## config.mk

```make
export PLATFORM = sky130hd
export DESIGN_NAME = ov7670_capture
export DESIGN_NICKNAME = d
export VERILOG_FILES = /design/src/rtl/ov7670_capture.sv
export SDC_FILE = /design/constraint.sdc
export NUM_CORES = 1
export LEC_CHECK = 0
export ABC_AREA = 0
export ABC_CLOCK_PERIOD_IN_PS = 3240
export BUFFER_PORTS_ARGS = -buffer_cell sky130_fd_sc_hd__clkbuf_2
export CAP_MARGIN = 30
export CORE_MARGIN = 2
export CORE_UTILIZATION = 50
export CTS_CLUSTER_DIAMETER = 150
export DETAILED_ROUTE_END_ITERATION = 12
export PLACE_DENSITY = 0.81
export SYNTH_ARGS = -nofsm -noshare
export SYNTH_HDL_FRONTEND = slang
export SYNTH_SLANG_ARGS = --single-unit
export TNS_END_PERCENT = 30
```

## constraint.sdc

```tcl
create_clock -name cam_pclk -period 3.24 [get_ports cam_pclk]
set_clock_uncertainty 0.15 [all_clocks]
set_input_delay 0.324 -clock cam_pclk [delete_from_list [all_inputs] [get_ports cam_pclk]]
set_output_delay 0.324 -clock cam_pclk [all_outputs]
set_load 0.02 [all_outputs]
```

## src/rtl/ov7670_capture.sv

```systemverilog
// ov7670_capture
// Camera-side capture stage for an OV7670 running RGB565. Pairs the two bytes
// of each pixel, expands the pixel to 8-bit R/G/B and produces linear
// frame-buffer write addresses with a one-cycle write strobe. Also handles
// frame sync, start-up frame skipping, optional 2:1 decimation in both axes,
// and sticky line-length error detection.
//
// Ports
//   cam_pclk        camera pixel clock, all logic on its rising edge
//   rst_n           asynchronous active-low reset
//   capture_en      level, request continuous capture
//   cam_vsync       high = vertical blanking
//   cam_href        high = active line bytes
//   cam_data_wires  camera data d7..d0
//   wr_en           one-cycle frame-buffer write strobe
//   wr_addr         linear write address (y*H_OUT + x) of the pixel on wr_en
//   pixel_data_R/G/B expanded 8-bit colour of the pixel on wr_en
//   frame_done      one-cycle pulse at the end of every captured frame
//   frame_count     captured-frame counter, wraps 255 -> 0
//   line_err        sticky: a captured line had the wrong length / odd bytes
module ov7670_capture #(
    parameter int H_ACTIVE    = 640,
    parameter int V_ACTIVE    = 480,
    parameter int SKIP_FRAMES = 2,
    parameter int DECIMATE    = 0,
    parameter int ADDR_W      = 19
) (
    input  logic              cam_pclk,
    input  logic              rst_n,
    input  logic              capture_en,
    input  logic              cam_vsync,
    input  logic              cam_href,
    input  logic [7:0]        cam_data_wires,
    output logic              wr_en,
    output logic [ADDR_W-1:0] wr_addr,
    output logic [7:0]        pixel_data_R,
    output logic [7:0]        pixel_data_G,
    output logic [7:0]        pixel_data_B,
    output logic              frame_done,
    output logic [7:0]        frame_count,
    output logic              line_err
);

    // Counters get one spare value above the active size so an over-long
    // line is still distinguishable from a correct one.
    localparam int CX_W = $clog2(H_ACTIVE + 2);
    localparam int CY_W = $clog2(V_ACTIVE + 2);
    localparam int SK_W = (SKIP_FRAMES > 0) ? $clog2(SKIP_FRAMES + 1) : 1;

    localparam logic [CX_W-1:0] H_LIM = CX_W'(H_ACTIVE);
    localparam logic [CY_W-1:0] V_LIM = CY_W'(V_ACTIVE);

    typedef enum logic [1:0] {
        IDLE,
        SKIP,
        WAIT_FRAME,
        ACTIVE
    } state_t;

    typedef struct packed {
        logic [4:0] r;
        logic [5:0] g;
        logic [4:0] b;
    } rgb565_t;

    state_t            state, state_nxt;
    logic [SK_W-1:0]   skip_cnt;
    logic              vsync_d, href_d;
    logic              phase;
    logic [7:0]        hi_byte;
    logic [CX_W-1:0]   cx;
    logic [CY_W-1:0]   cy;
    logic [ADDR_W-1:0] addr_cnt;

    logic    vsync_fall, vsync_rise, href_fall;
    logic    skip_load, skip_dec, frame_start, frame_end;
    logic    in_line, pix_done, qual;
    rgb565_t pix;

    assign vsync_fall = vsync_d & ~cam_vsync;
    assign vsync_rise = ~vsync_d & cam_vsync;
    assign href_fall  = href_d & ~cam_href;

    // A vsync rise ends the frame even with href still high; the byte on that
    // cycle is not taken, so any half-assembled pixel is dropped.
    assign in_line  = (state == ACTIVE) && cam_href && !vsync_rise;
    assign pix_done = in_line && phase;
    assign qual     = (cx < H_LIM) && (cy < V_LIM) &&
                      ((DECIMATE == 0) || (!cx[0] && !cy[0]));
    assign pix      = {hi_byte, cam_data_wires};

    always_comb begin
        state_nxt   = state;
        skip_load   = 1'b0;
        skip_dec    = 1'b0;
        frame_start = 1'b0;
        frame_end   = 1'b0;
        case (state)
            IDLE: begin
                if (capture_en) begin
                    skip_load = 1'b1;
                    state_nxt = (SKIP_FRAMES == 0) ? WAIT_FRAME : SKIP;
                end
            end
            SKIP: begin
                if (!capture_en) begin
                    state_nxt = IDLE;
                end else if (vsync_fall) begin
                    skip_dec = 1'b1;
                    // counter reaches zero on this decrement
                    if (skip_cnt <= SK_W'(1)) state_nxt = WAIT_FRAME;
                end
            end
            WAIT_FRAME: begin
                if (!capture_en) begin
                    state_nxt = IDLE;
                end else if (vsync_fall) begin
                    frame_start = 1'b1;
                    state_nxt   = ACTIVE;
                end
            end
            ACTIVE: begin
                // capture_en is only looked at here, so a frame in progress
                // always runs to completion
                if (vsync_rise) begin
                    frame_end = 1'b1;
                    state_nxt = capture_en ? WAIT_FRAME : IDLE;
                end
            end
            default: state_nxt = IDLE;
        endcase
    end

    always_ff @(posedge cam_pclk or negedge rst_n) begin
        if (!rst_n) begin
            state        <= IDLE;
            skip_cnt     <= '0;
            vsync_d      <= 1'b0;
            href_d       <= 1'b0;
            phase        <= 1'b0;
            hi_byte      <= '0;
            cx           <= '0;
            cy           <= '0;
            addr_cnt     <= '0;
            wr_en        <= 1'b0;
            wr_addr      <= '0;
            pixel_data_R <= '0;
            pixel_data_G <= '0;
            pixel_data_B <= '0;
            frame_done   <= 1'b0;
            frame_count  <= '0;
            line_err     <= 1'b0;
        end else begin
            state      <= state_nxt;
            vsync_d    <= cam_vsync;
            href_d     <= cam_href;
            wr_en      <= 1'b0;
            frame_done <= 1'b0;

            if (skip_load)     skip_cnt <= SK_W'(SKIP_FRAMES);
            else if (skip_dec) skip_cnt <= skip_cnt - SK_W'(1);

            phase <= in_line ? ~phase : 1'b0;
            if (in_line && !phase) hi_byte <= cam_data_wires;

            if (frame_start) begin
                cx       <= '0;
                cy       <= '0;
                addr_cnt <= '0;
                wr_addr  <= '0;
            end else if (state == ACTIVE) begin
                if (href_fall) begin
                    // phase still holds the value left by the last byte,
                    // so phase=1 here means an odd byte count
                    if (cx != H_LIM || phase) line_err <= 1'b1;
                    cx <= '0;
                    if (cy != {CY_W{1'b1}}) cy <= cy + CY_W'(1);
                end else if (pix_done) begin
                    if (cx != {CX_W{1'b1}}) cx <= cx + CX_W'(1);
                    if (qual) begin
                        wr_en        <= 1'b1;
                        wr_addr      <= addr_cnt;
                        addr_cnt     <= addr_cnt + ADDR_W'(1);
                        pixel_data_R <= {pix.r, pix.r[4:2]};
                        pixel_data_G <= {pix.g, pix.g[5:4]};
                        pixel_data_B <= {pix.b, pix.b[4:2]};
                    end
                end
            end

            if (frame_end) begin
                frame_done  <= 1'b1;
                frame_count <= frame_count + 8'd1;
            end
        end
    end

endmodule

```

Word-level counts from Yosys, hierarchy flattened
Cells that the tools add are included.
W data, S select, Z words.
- logic and storage cells: 114
- flip-flop bits (word level): 107
- input port bits: 13
- output and inout port bits: 54
- $lt $le $gt $ge: 3
- mux-type cells: 45
- equal/unequal tests: 12
- bitwise operators: 9
- $add $sub $neg: 5
- reduce and logical (&&, ||, !) cells: 23
- operators by type and width (kind ; count):
    $mux W19 ; 10
    $mux W10 ; 5
    $mux W9 ; 4
    $mux W2 ; 10
    $ne A10 B10 Y1 const B ; 2
    $add A19 B1 Y19 const B ; 1
    $mux W1 ; 15
    $reduce_bool A2 Y1 ; 6
    $add A10 B1 Y10 const B ; 1
    $lt A10 B10 Y1 const B ; 1
    $reduce_and A5 Y1 ; 2
    $add A9 B1 Y9 const B ; 1
    $lt A9 B9 Y1 const B ; 1
    $ne A3 B3 Y1 const B ; 3
    $ne A9 B9 Y1 const B ; 1
    $add A8 B1 Y8 const B ; 1
    $pmux W2 S4 ; 1
    $reduce_and A4 Y1 ; 2
    $not A1 Y1 ; 6
    $reduce_and A3 Y1 ; 2
    $reduce_bool A3 Y1 ; 2
    $logic_and A1 B1 Y1 ; 5
    $eq A2 B2 Y1 const B ; 2
    $ne A2 B2 Y1 const B ; 2
    8 further kinds ; 11

Longest topological paths before layout
- depth after elaboration: 9
- gate-level depth with buffers: 9
- depth with buffers taken out: 8

Worst setup path before layout
No wires, ideal clock.
- path kind: register to register
- from: register cy[0]
- to: register cy[7]
- cell stages (with the launch flop): 9
- period minus slack after synthesis: 1.963 ns
- required time: 2.972 ns
- arrival time: 1.694 ns
- path slack: 1.277 ns
- cells stage by stage: dfrtp_1 -> ha_1 -> nand3_1 -> nor2_1 -> ha_1 -> nor4_1 -> nand3_1 -> xor2_1 -> nor2_1
- longest elaborated chain between the ends: 5
- elaborated cells on any way between the ends: 8
- those cells by class: add/sub (1); eq/ne (1); mux (4); reduce/logical (2)
- ends and longest elaborated chain (element ; line ; source):
    start: declaration ; 72 ; logic [CY_W-1:0] cy;
    start signal: assignment ; 177 ; if (cy != {CY_W{1'b1}}) cy <= cy + CY_W'(1);
    $add A9 B1 Y9 ; 177 ;
    $mux W9 ; 177 ;
    $mux W9 ; 172 ; if (href_fall) begin
    $mux W9 ; 171 ; end else if (state == ACTIVE) begin
    $mux W9 ; 166 ; if (frame_start) begin
Several ways; a longest one is shown, not always the timed one. The select of a mux whose other input is x is not followed.
A chain may end at the register's enable or synchronous reset.

Final worst setup path
- from: input port cam_href
- to: register addr_cnt[3]
- longest elaborated chain between the ends: 5
- elaborated cells on any way between the ends: 8
- those cells by class: eq/ne (1); bitwise (2); reduce/logical (5)
- ends and longest elaborated chain (element ; line ; source):
    start: declaration ; 32 ; input logic cam_href,
    $logic_and A1 B1 Y1 (2 in a row) ; 86 ; assign in_line = (state == ACTIVE) && cam_href && !vsync_rise;
    $logic_and A1 B1 Y1 ; 87 ; assign pix_done = in_line && phase;
    $reduce_bool A2 Y1 (no line) ; n/a ;
    $reduce_and A4 Y1 (no line) (*) ; n/a ;
    end signal: assignment ; 183 ; addr_cnt <= addr_cnt + ADDR_W'(1);
    end: declaration ; 73 ; logic [ADDR_W-1:0] addr_cnt;
Every way passes the cells marked *; elsewhere a longest branch is shown, timed or not.

==> reports/metrics.yaml <==
status:
  status: "complete, no violations"
clock_tree:
  clk_pin_slew_ns: 0.11
  numCtsBuffers: 9
  h-tree-depth: 3
  cts.sinks: 99
  root_buffer: "clkbuf_8"
  insertion_delay_ns: 0.37
  ctsLongestPathBuffers: 2
  cts_tree: "done"
  post_cts_resized: 0
yosys:
  async_reset_ff_share_pct: 100
  ys_ff_latch: 99
  synth.distinct_cells: 49
  ys.flop_type: "dfrtp_1"
  syn_inst: 467
  seq_area_frac_synth_pct: 53.8
  ys.warnings.count: 0
  syn_area_um2: 4600
  syn_avg_cell_area_um2: 9.85
  syn-num-nets: 486
  synth_edf_count: 0
placement:
  place_hpwl_mm: 6.68
  globalplace.congestion: 0.853
  pre_cts_ws_ns: 0.981
  portBuffers: 66
sta:
  grt_setup_unrepaired: "no"
  final-hold-violation-count: 0
  whs_ns: 0.0191
  post-route-period-util_pct: 71.0
  tightest_slew_ns: 0.880
  tns_ns: 0
  period_needed_ns: 2.30
  setup_viol: 0
  maxSlewHeadroom_pct: 40.8
  fmax_mhz: 434
  setup_ws_ns: 0.938
  slew_viol_final: 0
finish:
  multi_input_area_um2: 1940
  drive_above_1_share_pct: 21.2
  fill_cells: 787
  utilization_pct: 57.6
  area_growth_pct: 13.4
  fin_nets: 548
  final-seq-area_um2: 2480
  n_antenna_cell: 0
setup_path:
  worstPathMaxFanout: 38
  critical_path_arrival_ns: 2.41
  worstPathRequired_ns: 3.35
  startpoint_type: "primary input"
  crit_type: "in -> reg"
  end_kind: "register"
routing:
  vias: 3613
  wl_mm: 9.60
  post_drt_wl_per_cell_um: 14.9
  drt-initial-drc-count: 233
  drt.antenna.violating_nets: 0
  vias_per_cell: 5.60
  drt_pre_antenna_iters: 4
  drcViolationCount: 0
floorplanning:
  core.rowCount: 35
  die_x_um: 99.9
  io_pins: 67
  start_util_pct: 50.8
  die_y_um: 99.9
  core_area_um2: 9060
  die_area_um2: 9990
grt:
  overflow: 0
  antenna_found_initial: 0
  grt_max_degree: 61
  grt_pass1_vias: 3412
  grt_usage_pct: 20.3
  grt_first_pass_wirelength_mm: 16.3
pwr:
  power_density_nw_per_um2: 447
  vdd_drop_max_mv: 0.225
  p_leak_nw: 2.55
flow_run:
  cap_violations: 0
min_path:
  hold_class: "in -> reg"
what timing repair did:
action                                 4_1_cts  5_1_grt
hold buffers                                 6        0
setup buffers                                0        0
endpoints found under the hold margin       63        0
kinds of logic after synthesis:
kind of cell | share of synthesized area [%]
flops | 53.8
buf+inv | 4.08
compound gates | 8.24
simple gates | 24.4
xor+xnor | 4.76
fa+ha+maj | 1.63
mux | 3.10
state kept, by name, indices dropped and copies added, names as in the netlist, 2 cells and up:
| signal | count |
|---|---|
| addr_cnt | 19 |
| cx | 10 |
| cy | 9 |
| frame_count | 8 |
| hi_byte | 8 |
| pixel_data_B | 5 |
| pixel_data_G | 6 |
| pixel_data_R | 5 |
| skip_cnt | 2 |
| state | 2 |
| wr_addr | 19 |
critical path, stage by stage:
cell,delay [ns]
dlygate4sd3_1,0.52
clkbuf_2,0.16
nand4_2,0.14
nor2_2,0.10
buf_4,0.18
nand2_1,0.06
buf_4,0.21
inv_1,0.10
buf_4,0.30
nand4_1,0.16
mux2i_1,0.14
cells in the final DEF, fill, tap and decap left out, types with 6 or more instances in the layout:
cell and n:
mux2_2 10, dlygate4sd3_1 6, nand4_1 14, nand2_1 110
ha_1 6, a21oi_1 12, xnor2_1 17, clkbuf_2 65
nor4_1 8, clkbuf_8 9, xor2_1 8, and3_1 7
buf_4 8, nand3_1 16, nor2_1 32, o21ai_0 30
dfrtp_1 99
cell type report:
class                           count  share of cell area [%]
Sequential cell                    99                    47.5
Timing Repair Buffer               79                    8.54
Clock inverter                      7                    1.37
Clock buffer                        9                    2.37
Tap cell                          111                    2.66
Multi-Input combinational cell    335                    37.2
Inverter                            5                   0.360
cell usage after synthesis, drive strengths merged, types with 5 or more instances:
cell type  instances  area (um^2)
a21oi             12         60.1
and3               7         43.8
buf               18          130
clkbuf            10         38.8
dfrtp             99         2480
ha                 6         75.1
inv                5         18.8
mux2              10          113
nand2            111          419
nand2b             5         31.3
nand3             16         80.1
nand4             16          113
nor2              35          139
nor3               6         40.0
nor4              10         92.6
o21ai             30          150
xnor2             17          149
xor2               8         70.1
report_power, final:
| group | internal (W) | total (W) | switching [W] |
|---|---|---|---|
| combinational | 0.0000862 | 0.000203 | 0.000117 |
| clock | 0.000300 | 0.000777 | 0.000477 |
| sequential | 0.00130 | 0.00135 | 0.0000510 |
| total | 0.00169 | 0.00233 | 0.000645 |
metal layers:
metal,routed length [um],up-vias,GRT usage (%)
met4,125,0,6.95
met3,461,12,4.11
li1,-,1722,-
met2,4680,93,32.6
met5,0,-,0
met1,4330,1786,27.6
path summary, 6_finish.rpt:
| path | cells past startpoint | slack (ns) | start | endpoint |
|---|---|---|---|---|
| setup / recovery | 11 | 0.94 | cam_href | addr_cnt[3] |
| hold / removal | 3 | 0.02 | cam_data_wires[7] | pixel_data_G[4] |
| setup reg to reg | 8 | 0.97 | cx[8] | addr_cnt[3] |
| hold reg to reg | 2 | 0.33 | hi_byte[3] | pixel_data_R[3] |
| max in group asynchronous | 3 | 1.74 | rst_n | hi_byte[6] |
| min in group asynchronous | 2 | 0.39 | rst_n | frame_count[5] |
per-stage QoR:
step | cell area, um^2 | total power [W] | instances
after global placement | 4960 | 0.00156 | 623
after CTS | 5220 | 0.00236 | 645
final | 5220 | 0.00233 | 645
after global routing | 5220 | 0.00244 | 645
after detailed placement | 4960 | 0.00157 | 623
after floorplan | 4600 | 0.00149 | 467
Note: power is estimated with default switching activity, not from simulation.
